File: config.mk
export PLATFORM = sky130hd
export DESIGN_NAME = lock_entry_ctrl
export DESIGN_NICKNAME = d
export VERILOG_FILES = /design/src/rtl/lock_entry_ctrl.sv
export SDC_FILE = /design/constraint.sdc
export NUM_CORES = 1
export LEC_CHECK = 0
export ABC_AREA = 1
export CORE_MARGIN = 2
export CORE_UTILIZATION = 47
export DETAILED_ROUTE_END_ITERATION = 7
export PLACE_DENSITY_LB_ADDON = 0.3
export SLEW_MARGIN = 20
export SYNTH_ARGS = -nofsm -noshare
export SYNTH_HDL_FRONTEND = slang
export SYNTH_SLANG_ARGS = --single-unit
File: constraint.sdc
create_clock -name clk -period 2 [get_ports clk]
set_input_delay 0.4 -clock clk [delete_from_list [all_inputs] [get_ports clk]]
set_output_delay 0.4 -clock clk [all_outputs]
set_load 0.005 [all_outputs]
File: src/rtl/lock_entry_ctrl.sv
// Entry sequencer for the 5-digit combination lock: frames attempts, forwards digits,
// handles door timing, failure counting and lockout. Optional macro: LOCK_ALARM_ACK_EN.
module lock_entry_ctrl #(
  parameter int CODE_LEN       = 5,
  parameter int MAX_FAILS      = 3,
  parameter int OPEN_CYCLES    = 16,
  parameter int LOCKOUT_CYCLES = 64,
  parameter int ENTRY_TIMEOUT  = 32,
  localparam int FW = $clog2(MAX_FAILS + 1)
) (
  input  logic          clk,
  input  logic          rst_n,
  input  logic          key_zero,
  input  logic          key_one,
  input  logic          key_clear,
  input  logic          lock_unlocked,
`ifdef LOCK_ALARM_ACK_EN
  input  logic          alarm_ack,
`endif
  output logic          lock_zero,
  output logic          lock_one,
  output logic          lock_rst,
  output logic          door_open,
  output logic          lockout,
  output logic          alarm,
  output logic [FW-1:0] fail_cnt,
  output logic [2:0]    ctrl_state
);

  localparam int TMAX_A = (OPEN_CYCLES > LOCKOUT_CYCLES) ? OPEN_CYCLES : LOCKOUT_CYCLES;
  localparam int TMAX   = (TMAX_A > ENTRY_TIMEOUT) ? TMAX_A : ENTRY_TIMEOUT;
  localparam int TW     = $clog2(TMAX) + 1;
  localparam int DW     = $clog2(CODE_LEN + 1);

  typedef enum logic [2:0] {
    S_IDLE    = 3'd0,
    S_ENTRY   = 3'd1,
    S_CHECK   = 3'd2,
    S_OPEN    = 3'd3,
    S_FAIL    = 3'd4,
    S_LOCKOUT = 3'd5
  } state_t;

  state_t        state, state_next;
  logic [TW-1:0] timer, timer_next;
  logic [DW-1:0] digit_cnt, digit_next;
  logic [FW-1:0] fail_next, fail_inc;
  logic          zero_next, one_next;
  logic          valid_key, lock_done;

  assign valid_key = key_zero ^ key_one;
  assign fail_inc  = (fail_cnt >= FW'(MAX_FAILS)) ? fail_cnt : fail_cnt + 1'b1;

  // With acknowledge enabled the timer parks past expiry and waits for alarm_ack.
`ifdef LOCK_ALARM_ACK_EN
  assign lock_done = (timer >= TW'(LOCKOUT_CYCLES - 1)) && alarm_ack;
`else
  assign lock_done = (timer >= TW'(LOCKOUT_CYCLES - 1));
`endif

  always_comb begin
    state_next = state;
    timer_next = (timer == '1) ? timer : timer + 1'b1;
    digit_next = digit_cnt;
    fail_next  = fail_cnt;
    zero_next  = 1'b0;
    one_next   = 1'b0;
    case (state)
      S_IDLE: begin
        digit_next = '0;
        if (valid_key) begin
          state_next = S_ENTRY;
          zero_next  = key_zero;
          one_next   = key_one;
          digit_next = DW'(1);
        end
      end
      S_ENTRY: begin
        if (key_clear) begin
          state_next = S_IDLE;
        end else if (valid_key) begin
          zero_next  = key_zero;
          one_next   = key_one;
          digit_next = digit_cnt + 1'b1;
          timer_next = '0;
          if (digit_cnt == DW'(CODE_LEN - 1)) state_next = S_CHECK;
        end else if (timer >= TW'(ENTRY_TIMEOUT - 1)) begin
          state_next = S_FAIL;
        end
      end
      S_CHECK: begin
        if (lock_unlocked) begin
          state_next = S_OPEN;
          fail_next  = '0;
        end else begin
          state_next = S_FAIL;
        end
      end
      S_OPEN: begin
        if (key_clear || (timer >= TW'(OPEN_CYCLES - 1))) state_next = S_IDLE;
      end
      S_FAIL: begin
        fail_next  = fail_inc;
        state_next = (fail_inc == FW'(MAX_FAILS)) ? S_LOCKOUT : S_IDLE;
      end
      S_LOCKOUT: begin
        if (lock_done) begin
          state_next = S_IDLE;
          fail_next  = '0;
        end
      end
      default: state_next = S_IDLE;
    endcase
    // Every state change restarts the shared timer.
    if (state_next != state) timer_next = '0;
    if (state_next == S_IDLE) digit_next = '0;
  end

  always_ff @(posedge clk or negedge rst_n) begin
    if (!rst_n) begin
      state     <= S_IDLE;
      timer     <= '0;
      digit_cnt <= '0;
      fail_cnt  <= '0;
      lock_zero <= 1'b0;
      lock_one  <= 1'b0;
      lock_rst  <= 1'b1;
    end else begin
      state     <= state_next;
      timer     <= timer_next;
      digit_cnt <= digit_next;
      fail_cnt  <= fail_next;
      lock_zero <= zero_next;
      lock_one  <= one_next;
      lock_rst  <= (state_next == S_IDLE) || (state_next == S_LOCKOUT);
    end
  end

  assign door_open  = (state == S_OPEN);
  assign lockout    = (state == S_LOCKOUT);
  assign alarm      = (state == S_LOCKOUT);
  assign ctrl_state = state;

endmodule

==> out/qor.tcl <==
set qor(path_cells) {inv_2, nor3_4, clkdlybuf4s50_1}
set qor(globalRouteTotalUtil) 0.204
set qor(numPortBuffers) 16
set qor(cts.sinks) 18
set qor(maximum_number_of_pins_on_one_net_before_global_route_repair) 19
set qor(drt_iter0_drc) 38
set qor(vias) 1189
set qor(worst-path-buf-inv) 2
set qor(grt_pass1_vias) 1168
set qor(global_route.usage.met3) 0.0276
set qor(grt.overflow.total) 0
set qor(worst-r2r-setup-slack_ps) 90
set qor(worst_hold_path_type) {input pin to async pin}
set qor(antenna_violations_before_repair) 0
set qor(grt_first_pass_wirelength_mm) 5.10
set qor(tightestPinTransition_ps) 391
set qor(final.setup_skew_ps) 9.60
set qor(worst-endpoint-required_ps) 1600
set qor(globalRoute.busiestLayer) {met2}
set qor(cts_clk_pin_slew_worst_paths_ps) 110
set qor(root_buffer) {sky130_fd_sc_hd__clkbuf_4}
set qor(area.growth.synth_to_final_pct) 28.3
set qor(std_cell_rows) 19
set qor(total_switching_power_mw) 0.816
set qor(tritoncts) {built}
set qor(fmax_mhz) 524
set qor(mappedNetlistArea_sq_um) 1310
set qor(use_met1) 0.256
set qor(switching_fraction_of_total_power) 0.443
set qor(per_cell_via_count_in_the_routed_design) 5.36
set qor(part_of_the_power_in_the_clock_network) 0.124
set qor(leakagePower_nw) 0.772
set qor(design.final.nets) 203
set qor(finalCritPeriodShare) 0.955
set qor(layout_common_cells) {26 x sky130_fd_sc_hd__nand2_1, 19 x sky130_fd_sc_hd__inv_1, 18 x sky130_fd_sc_hd__buf_4, 16 x sky130_fd_sc_hd__clkdlybuf4s50_1, 15 x sky130_fd_sc_hd__dfrtp_1}
set qor(worstPathArrival_ps) 1510
set qor(critPathSlowestCell) {sky130_fd_sc_hd__clkdlybuf4s50_1}
set qor(synth_sequential_area_ratio) 0.344
set qor(final-hold-violation-count) 0
set qor(finalSetupViolCount) 0
set qor(die_width_um) 56.8
set qor(start_util) 0.484
set qor(synth_nets) 166
set qor(detail_route.drc_violations) 0
set qor(slew_viol_final) 0
set qor(groute.layer.met2.usage) 0.347
set qor(clock_insertion_delay_worst_skew_ps) 300
set qor(floorplan.die_area_sq_um) 3230
set qor(synth-main-ff-cell) {sky130_fd_sc_hd__dfrtp_1}
set qor(fp.coreArea_sq_um) 2710
set qor(crit_path_max_fanout) 3
set qor(critical-path-max-stage-delay_ps) 530
set qor(wl_per_cell_um) 13.3
set qor(syn_inst) 155
set qor(drtPass1Iterations) 4
set qor(sequentialPowerShare) 0.296
set qor(worst-r2r-cell-count) 10
set qor(power_density_nw_per_um2) 1090
set qor(synth.yosys.warnings) 0
set qor(timing.slew.headroom) 0.736
set qor(number_of_synthesized_register_bits) 18
set qor(fillerInstances) 242
set qor(tritoncts.num_buffers) 3
set qor(drtAntennaViolNets) 0
set qor(comb_power_share) 0.580
set qor(reg2reg_to) {timer[1]}
set qor(die_y_extent_um) 56.8
set qor(hpwlAfterDp_mm) 2.26
set qor(final_estimated_routing_congestion_in_global_placement) 0.856
set qor(rsz0062_at_grt) {yes}
set qor(ir_drop_worst_case_vdd_uv) 1040
set qor(drive_above_1_share) 0.335
set qor(run_status) {finished clean}
set qor(place_worst_setup_slack_ps) -200
set qor(layout.cells.most_common) {sky130_fd_sc_hd__nand2_1}
set qor(max_capacitance_violation_count) 0
set qor(critical_path.endpoint_type) {primary output}
set qor(path_class) {flop to primary output}
set qor(antennaDiodeCount) 0
set qor(post-route-worst-setup-slack_ps) 89.9
set qor(clock_path_buffers) 2
set qor(cp-start-kind) {flop}
set qor(fin_area_sq_um) 1680
set qor(async_reset_ff_frac) 1.00
set qor(kind_of_cell_adding_the_most_delay_to_the_critical_path) {buffers and inverters}
set qor(post_synthesis_cell_type_count) 32
set qor(placed_area_sq_um) 1600
set qor(ios) 17
set qor(period_needed_ps) 1910
set qor(synth-edff-count) 0
set qor(post_cts_hold_buffer_count) 0
set qor(routed_wl_mm) 2.95
set qor(regToRegStartpoint) {ctrl_state[1]}
set qor(cts.htree.levels) 1
set qor(setup_tns_ps) 0
set qor(syn-mean-instance-area_sq_um) 8.46
set qor(power_report.internal_total_mw) 1.02
-- through the flow --
stage | std cells | hold WS [ps] | utilization | power, mW
after global placement | 213 | 508 | 0.589 | 1.56
after CTS | 221 | 401 | 0.614 | 1.85
after global routing | 222 | 430 | 0.621 | 1.99
after detailed placement | 213 | 516 | 0.589 | 1.59
after floorplan | 155 | 104 | - | 1.24
final | 222 | 410 | 0.621 | 1.84
-- cells by family (layout without fill, tap and decap cells) --
| group | Yosys count | count (layout) | synth area share |
|---|---|---|---|
| AND/OR/NAND/NOR | 84 | 84 | 0.404 |
| buffers and inverters | 23 | 59 | 0.0697 |
| XOR/XNOR | 2 | 2 | 0.0134 |
| flip-flops | 18 | 18 | 0.344 |
| adder cells (fa/ha/maj) | 5 | 5 | 0.0477 |
| AO/OA/AOI/OAI | 23 | 23 | 0.121 |
-- power by group through the flow --
stage               logic [mW]  clock network (mW)  registers [mW]
detailed placement        1.03                   0           0.565
floorplan                0.668                   0           0.569
CTS                       1.06               0.240           0.543
finish                    1.07               0.229           0.545
global route              1.19               0.245           0.557
global placement          1.01                   0           0.558
-- layer usage --
metal,routed length [um],up-vias
li1,-,589
met1,1310,569
met2,1480,24
met3,100,7
met4,56,0
met5,0,-
-- flip-flops by register name (all words and copies together) (netlist names) --
| register | cells |
|---|---|
| timer | 7 |
| fail_cnt | 2 |
| lock_zero | 1 |
| digit_cnt | 3 |
| ctrl_state | 3 |
| lock_one | 1 |
| lock_rst | 1 |
-- final cells by class --
cell class,instances,area [sq um],area share
multi-input combinational,114,779,0.463
sequential,18,454,0.270
inverter,21,78.8,0.0468
timing repair buffer,34,295,0.175
clock buffer,4,36.3,0.0216
tap,31,38.8,0.0230
-- worst max path at each step --
| stage | from | cells past startpoint | slack, ps | end |
|---|---|---|---|---|
| floorplan | key_zero | 11 | 280 | timer[0] |
| global placement | key_zero | 12 | -160 | timer[1] |
| detailed placement | key_zero | 12 | -200 | timer[1] |
| CTS | ctrl_state[1] | 2 | 20 | lockout |
| global route | timer[0] | 9 | -1 | timer[6] |
| finish | ctrl_state[0] | 3 | 90 | lockout |
-- cell usage after synthesis (all sizes together) (2+ instances only) --
| cell type | n | area share |
|---|---|---|
| a21boi | 2 | 0.011 |
| inv | 21 | 0.060 |
| nand3 | 16 | 0.097 |
| nor3 | 11 | 0.094 |
| nand2 | 35 | 0.12 |
| a32o | 3 | 0.023 |
| ha | 5 | 0.048 |
| o21bai | 2 | 0.011 |
| nor2 | 20 | 0.076 |
| o211ai | 2 | 0.011 |
| buf | 2 | 0.0095 |
| o31ai | 3 | 0.017 |
| dfrtp | 17 | 0.32 |
| a21oi | 7 | 0.027 |
-- worst reg2reg max path, delay by kind of cell, from the launching register on --
kind / cells / cell delay (ps)
flops: 1 / 460
simple gates: 7 / 960
buf+inv: 3 / 410
-- what timing repair did --
action / CTS / global route
endpoints found under the hold margin: 0 / 0
setup buffers: 4 / 1
setup endpoints to repair: 3 / 12
pin swaps: 0 / 1
resized for setup: 2 / 3
Note: power is estimated with default switching activity, not from simulation.
